===== config.mk =====
export PLATFORM = sky130hd
export DESIGN_NAME = fpu_issue_sequencer_flat
export DESIGN_NICKNAME = d
export VERILOG_FILES = /design/src/rtl/fpu_issue_sequencer_if.sv /design/src/rtl/fpu_issue_sequencer.sv /design/src/flat_wrapper.sv
export SDC_FILE = /design/constraint.sdc
export NUM_CORES = 1
export LEC_CHECK = 0
export ABC_AREA = 1
export CORE_UTILIZATION = 53
export CTS_CLUSTER_DIAMETER = 100
export DETAILED_ROUTE_END_ITERATION = 6
export HOLD_SLACK_MARGIN = 0.03
export PLACE_DENSITY = 0.85
export SETUP_SLACK_MARGIN = 0.1
export SLEW_MARGIN = 5
export SYNTH_ARGS = -nofsm -noshare
export SYNTH_HDL_FRONTEND = slang
export SYNTH_SLANG_ARGS = --single-unit
export TNS_END_PERCENT = 20

===== constraint.sdc =====
create_clock -name clk -period 3.37 [get_ports clk]
set_input_delay 0.8425 -clock clk [delete_from_list [all_inputs] [get_ports clk]]
set_output_delay 0.8425 -clock clk [all_outputs]
set_load 0.02 [all_outputs]

===== src/rtl/fpu_issue_sequencer_if.sv =====
// Decode/FPU-side handshake bundle for the FP issue sequencer.
// The sequencer uses the slave modport; the driving environment uses master.
interface fpu_issue_sequencer_if #(
  parameter int RD_W = 5
);
  logic            inst_valid;
  logic [6:0]      inst_opcode;
  logic [RD_W-1:0] inst_rd;
  logic            halt_req;
  logic            fpu_complete;
  logic            err_clr;
  logic            fpu_start;
  logic [6:0]      fpu_opcode;
  logic            stall_scalar;
  logic            fpu_active;
  logic            wb_valid;
  logic [RD_W-1:0] wb_rd;
  logic            halted;
  logic            timeout_err;
  logic [15:0]     issue_count;

  modport master (
    output inst_valid, inst_opcode, inst_rd, halt_req, fpu_complete, err_clr,
    input  fpu_start, fpu_opcode, stall_scalar, fpu_active, wb_valid, wb_rd,
           halted, timeout_err, issue_count
  );

  modport slave (
    input  inst_valid, inst_opcode, inst_rd, halt_req, fpu_complete, err_clr,
    output fpu_start, fpu_opcode, stall_scalar, fpu_active, wb_valid, wb_rd,
           halted, timeout_err, issue_count
  );
endinterface


===== src/rtl/fpu_issue_sequencer.sv =====
// Single-issue FP sequencer between scalar decode and the FPU: launches one op,
// stalls the scalar pipe until completion or watchdog abort, parks on debug halt.
module fpu_issue_sequencer #(
  parameter int TIMEOUT_CYCLES = 64,
  parameter int RD_W           = 5
) (
  input logic                 clk,
  input logic                 rst,
  fpu_issue_sequencer_if.slave bus
);

  localparam int WD_W = $clog2(TIMEOUT_CYCLES + 1);
  localparam logic [WD_W-1:0] WD_LAST = WD_W'(TIMEOUT_CYCLES - 1);

  typedef enum logic [2:0] {
    S_IDLE   = 3'd0,
    S_ISSUE  = 3'd1,
    S_WAIT   = 3'd2,
    S_WB     = 3'd3,
    S_HALTED = 3'd4
  } state_t;

  function automatic logic is_fp(input logic [6:0] op);
    case (op)
      7'h53, 7'h43, 7'h47, 7'h4B, 7'h4F: is_fp = 1'b1;
      default:                           is_fp = 1'b0;
    endcase
  endfunction

  state_t          state_q, state_d;
  logic [6:0]      opcode_q, opcode_d;
  logic [RD_W-1:0] rd_q, rd_d;
  logic [WD_W-1:0] wd_q, wd_d;
  logic [15:0]     cnt_q, cnt_d;
  logic            err_q, err_d;
  logic            fpu_start_q, fpu_start_d;
  logic            fpu_active_q, fpu_active_d;
  logic            wb_valid_q, wb_valid_d;
  logic            halted_q, halted_d;
  logic            expire;
  logic            fp_req;

  assign fp_req = bus.inst_valid & is_fp(bus.inst_opcode);

  always_comb begin
    state_d  = state_q;
    opcode_d = opcode_q;
    rd_d     = rd_q;
    wd_d     = wd_q;
    cnt_d    = cnt_q;
    expire   = 1'b0;

    case (state_q)
      S_IDLE: begin
        // Halt is checked first so debug can always park between instructions.
        if (bus.halt_req) begin
          state_d = S_HALTED;
        end else if (fp_req) begin
          opcode_d = bus.inst_opcode;
          rd_d     = bus.inst_rd;
          state_d  = S_ISSUE;
        end
      end
      S_ISSUE: begin
        wd_d    = '0;
        cnt_d   = cnt_q + 16'd1;
        state_d = S_WAIT;
      end
      S_WAIT: begin
        // Completion beats a same-cycle watchdog expiry.
        if (bus.fpu_complete) begin
          state_d = S_WB;
        end else if (wd_q == WD_LAST) begin
          expire  = 1'b1;
          state_d = S_IDLE;
        end else begin
          wd_d = wd_q + 1'b1;
        end
      end
      S_WB: begin
        state_d = bus.halt_req ? S_HALTED : S_IDLE;
      end
      S_HALTED: begin
        if (!bus.halt_req) state_d = S_IDLE;
      end
      default: state_d = S_IDLE;
    endcase

    err_d = expire ? 1'b1 : (bus.err_clr ? 1'b0 : err_q);

    // Outputs are decoded from the next state so they line up with the state register.
    fpu_start_d  = (state_d == S_ISSUE);
    fpu_active_d = (state_d == S_ISSUE) || (state_d == S_WAIT) || (state_d == S_WB);
    wb_valid_d   = (state_d == S_WB);
    halted_d     = (state_d == S_HALTED);
  end

  always_ff @(posedge clk or posedge rst) begin
    if (rst) begin
      state_q      <= S_IDLE;
      opcode_q     <= '0;
      rd_q         <= '0;
      wd_q         <= '0;
      cnt_q        <= '0;
      err_q        <= 1'b0;
      fpu_start_q  <= 1'b0;
      fpu_active_q <= 1'b0;
      wb_valid_q   <= 1'b0;
      halted_q     <= 1'b0;
    end else begin
      state_q      <= state_d;
      opcode_q     <= opcode_d;
      rd_q         <= rd_d;
      wd_q         <= wd_d;
      cnt_q        <= cnt_d;
      err_q        <= err_d;
      fpu_start_q  <= fpu_start_d;
      fpu_active_q <= fpu_active_d;
      wb_valid_q   <= wb_valid_d;
      halted_q     <= halted_d;
    end
  end

  // An FP instruction arriving in WB is held off and taken in the next IDLE cycle.
  assign bus.stall_scalar = (state_q == S_HALTED) | bus.halt_req |
                            (state_q == S_ISSUE) | (state_q == S_WAIT) |
                            (((state_q == S_IDLE) | (state_q == S_WB)) & fp_req);

  assign bus.fpu_start   = fpu_start_q;
  assign bus.fpu_opcode  = opcode_q;
  assign bus.fpu_active  = fpu_active_q;
  assign bus.wb_valid    = wb_valid_q;
  assign bus.wb_rd       = rd_q;
  assign bus.halted      = halted_q;
  assign bus.timeout_err = err_q;
  assign bus.issue_count = cnt_q;

endmodule


===== src/flat_wrapper.sv =====
// flat-port wrapper written by rule: the top's interface ports become plain ports
module fpu_issue_sequencer_flat 
#(
  parameter int TIMEOUT_CYCLES = 64,
  parameter int RD_W           = 5
)
  (clk, rst, bus_inst_valid, bus_inst_opcode, bus_inst_rd, bus_halt_req, bus_fpu_complete, bus_err_clr, bus_fpu_start, bus_fpu_opcode, bus_stall_scalar, bus_fpu_active, bus_wb_valid, bus_wb_rd, bus_halted, bus_timeout_err, bus_issue_count);
  fpu_issue_sequencer_if #(.RD_W(RD_W)) bus_i ();
  input logic clk;
  input logic rst;
  input wire logic [$bits(bus_i.inst_valid)-1:0] bus_inst_valid;
  input wire logic [$bits(bus_i.inst_opcode)-1:0] bus_inst_opcode;
  input wire logic [$bits(bus_i.inst_rd)-1:0] bus_inst_rd;
  input wire logic [$bits(bus_i.halt_req)-1:0] bus_halt_req;
  input wire logic [$bits(bus_i.fpu_complete)-1:0] bus_fpu_complete;
  input wire logic [$bits(bus_i.err_clr)-1:0] bus_err_clr;
  output wire logic [$bits(bus_i.fpu_start)-1:0] bus_fpu_start;
  output wire logic [$bits(bus_i.fpu_opcode)-1:0] bus_fpu_opcode;
  output wire logic [$bits(bus_i.stall_scalar)-1:0] bus_stall_scalar;
  output wire logic [$bits(bus_i.fpu_active)-1:0] bus_fpu_active;
  output wire logic [$bits(bus_i.wb_valid)-1:0] bus_wb_valid;
  output wire logic [$bits(bus_i.wb_rd)-1:0] bus_wb_rd;
  output wire logic [$bits(bus_i.halted)-1:0] bus_halted;
  output wire logic [$bits(bus_i.timeout_err)-1:0] bus_timeout_err;
  output wire logic [$bits(bus_i.issue_count)-1:0] bus_issue_count;
  assign bus_i.inst_valid = bus_inst_valid;
  assign bus_i.inst_opcode = bus_inst_opcode;
  assign bus_i.inst_rd = bus_inst_rd;
  assign bus_i.halt_req = bus_halt_req;
  assign bus_i.fpu_complete = bus_fpu_complete;
  assign bus_i.err_clr = bus_err_clr;
  assign bus_fpu_start = bus_i.fpu_start;
  assign bus_fpu_opcode = bus_i.fpu_opcode;
  assign bus_stall_scalar = bus_i.stall_scalar;
  assign bus_fpu_active = bus_i.fpu_active;
  assign bus_wb_valid = bus_i.wb_valid;
  assign bus_wb_rd = bus_i.wb_rd;
  assign bus_halted = bus_i.halted;
  assign bus_timeout_err = bus_i.timeout_err;
  assign bus_issue_count = bus_i.issue_count;
  fpu_issue_sequencer #(.TIMEOUT_CYCLES(TIMEOUT_CYCLES), .RD_W(RD_W)) u_core (.clk(clk), .rst(rst), .bus(bus_i));
endmodule

==> summary.txt <==
Outcome = completed
Cell-by-cell trace of the critical path = clkdlybuf4s50_1 -> nand3_1 -> nor2_1 -> nand3_1 -> o2111ai_1 -> clkdlybuf4s50_1
Net Count, Synth = 285
Share of the yosys chip area belonging to registers = 49.9%
WP data required = 2.53 ns
Starting Density = 57.2%
Worst path slowest cell = clkdlybuf4s50_1
Worst vdd ir = 0.358 mV
Worst path bufs/invs = 2
Top_reg_cell synth = dfrtp_1
Gpl congestion = 0.856
DRC Markers = 0
Fmax = 314 MHz
RSZ-0062 raised after global routing = false
CP Capture Type = primary output
Post-route antenna net violation count = 0
Core ar. = 3770 µm²
# nets final = 344
Die width = 65.8 µm
H-tree depth = 2
Largest cells by area after synthesis = dfrtp_1 (50%), nand2_1 (15%), inv_1 (5.6%), nand3_1 (4.4%), nor2_1 (4.2%)
Slowest stage delay, CP = 0.64 ns
Initial antenna violation count = 0
Headroom to the max-slew limit = 64.4%
P per Cell Area = 392 nW/µm²
Clock share of power = 37.0%
Skew-Pair Late Insertion Delay = 0.30 ns
Die area = 4330 µm²
EDFF count, synth = 0
Count leader, synth = nand2_1
CTS clk-pin slew, worst paths = 0.07 ns
DP HPWL = 3340 µm
DR vias/cell = 4.95
Post-synth top area share = 49.9%
Yosys top cell by area = dfrtp_1
Area Growth Syn to Fin = 32.0%
FP Rows = 22
Largest fanout on the critical path = 2
Synth Cell Area = 2160 µm²
P_leak = 1.42 nW
CP arrival = 2.34 ns
Tcrit/Tclk final = 94.4%
Synth Register Bits = 43
Final Max Slew Viols = 0
Setup bufs post-CTS = 0
Class of the tightest hold or removal check = register to register
Gate Count Post-Synth = 265
Number of global-route vias before repair = 1798
Die Y = 65.8 µm
Highest metal used = met4
YS warnings = 0
Via count = 1848
CTS tree = done
Syn_area_per_cell = 8.14 µm²
Total Routed Length = 4760 µm
Antenna cells = 0
Top-level I/O count = 52
Sw frac = 23.8%
Clk_skew = 0.00509 ns
Clock Tree Buf Depth = 2
Final setup vio count = 0
Ys async rst share = 100%
Startpoint Class = primary input
Final Hold Viols = 0
First-pass GRT wire length = 8010 µm
Root buffer cell = clkbuf_8
Synth cell count leaders = nand2_1 (87), dfrtp_1 (43), inv_1 (32)
CTS Hold Bufs = 0
Max_cap viols = 0
Sw Pwr = 265 µW
Setup TNS = 0 ns
Layout cells sized above 1 = 11.4%
Worst-margin pin slew = 0.534 ns
Remaining global-route overflow = 0
Initial DRC count = 110
Post-cts gate resize count = 0
Sequential Power Share = 49.8%
Met2 wire length = 2550 µm
Hold slack = 0.475 ns
Comb pwr share = 13.2%
Final core occ = 75.5%
CTS Sinks = 43
Critical path class = primary input to primary output
Total track usage = 25.1%
IO Port Bufs = 51
Wire length on met3 = 154 µm
Crit path max-delay family = buffers and inverters
CTS buffer count = 5
Largest net degree at the start of global routing = 44
Met1 wire length = 2010 µm
Number of distinct library cells after synthesis = 29
Drt wl/cell = 12.8 µm
Pre-antenna DRT Iters = 4
P_int = 851 µW
Fin crit period = 3.18 ns
==> cells by family after synthesis <==
| logic type | count (synthesis) | synth area share [%] |
|---|---|---|
| AND/OR/NAND/NOR | 159 | 34.4 |
| buffers and inverters | 38 | 7.19 |
| adder cells (fa/ha/maj) | 2 | 1.16 |
| flip-flops | 43 | 49.9 |
| XOR/XNOR | 9 | 3.65 |
| AO/OA/AOI/OAI | 14 | 3.71 |
==> per-layer routing <==
| layer | vias up | GRT usage, % |
|---|---|---|
| met5 | - | 0 |
| met4 | 0 | 7.07 |
| met3 | 5 | 6.21 |
| met2 | 29 | 45.0 |
| met1 | 875 | 29.3 |
| li1 | 939 | - |
==> registers in the layout (all words and copies together) (netlist names), 3 cells and up <==
name                    flops
u_core.wd_q                 7
u_core.bus.issue_count     16
u_core.state_q              3
u_core.bus.wb_rd            5
u_core.bus.fpu_opcode       7
==> cell usage in the layout, fill, tap and decap left out, drive strengths merged <==
cell type      instances
nand2                 98
clkdlybuf4s50         51
dfrtp                 43
inv                   36
nor2                  28
nand3                 21
xor2                   6
clkbuf                 6
nand4                  6
o21ai                  6
a21oi                  4
xnor2                  3
or2                    3
buf                    3
ha                     2
nor3                   2
a21boi                 1
nand3b                 1
o31ai                  1
a31oi                  1
o2111ai                1
clkinv                 1
bufinv                 1
==> final cells by class <==
type                            instances  area, µm²
Multi-Input combinational cell        184        927
Fill cell                             276        922
Inverter                               36        135
Timing Repair Buffer                   54        533
Tap cell                               48       60.1
Clock inverter                          2       35.0
Sequential cell                        43       1080
Clock buffer                            6       82.6
==> metrics by stage <==
| stage | area, µm² | total power, mW | setup slack [ns] | cells |
|---|---|---|---|---|
| floorplan | 2160 | 0.629 | 1.13 | 265 |
| global placement | 2730 | 0.707 | 0.250 | 365 |
| detailed placement | 2730 | 0.712 | 0.191 | 365 |
| CTS | 2850 | 1.13 | 0.185 | 373 |
| global route | 2850 | 1.16 | 0.106 | 373 |
| finish | 2850 | 1.12 | 0.189 | 373 |
==> worst reg2reg max path, stage by stage (launching register included) <==
cell and delay [ns]:
dfrtp_1 0.44, ha_1 0.23, nand2_1 0.08, inv_1 0.08, nand4_1 0.18, nand2_2 0.19
nand2_2 0.13, nand2_1 0.09, nand2_1 0.05
==> power groups by stage <==
| stage | logic (mW) | clock network [mW] | registers (mW) |
|---|---|---|---|
| floorplan | 0.0386 | 0 | 0.590 |
| global placement | 0.144 | 0 | 0.563 |
| detailed placement | 0.148 | 0 | 0.564 |
| CTS | 0.149 | 0.421 | 0.556 |
| global route | 0.158 | 0.448 | 0.559 |
| finish | 0.147 | 0.413 | 0.556 |
==> final timing paths <==
path / end / depth (start not counted) / start / slack [ns]
max: bus_stall_scalar / 6 / bus_inst_valid / 0.19
max in group asynchronous: u_core.bus.fpu_opcode[5]$_DFFE_PP0P_ / 3 / rst / 2.03
min in group asynchronous: u_core.bus.fpu_start$_DFF_PP0_ / 3 / rst / 0.97
min reg2reg: u_core.bus.fpu_opcode[1]$_DFFE_PP0P_ / 1 / u_core.bus.fpu_opcode[1]$_DFFE_PP0P_ / 0.48
max reg2reg: u_core.wd_q[5]$_DFFE_PP0P_ / 8 / u_core.wd_q[0]$_DFFE_PP0P_ / 1.80
min: u_core.bus.fpu_opcode[1]$_DFFE_PP0P_ / 1 / u_core.bus.fpu_opcode[1]$_DFFE_PP0P_ / 0.48
(Power assumes the default switching activity.)
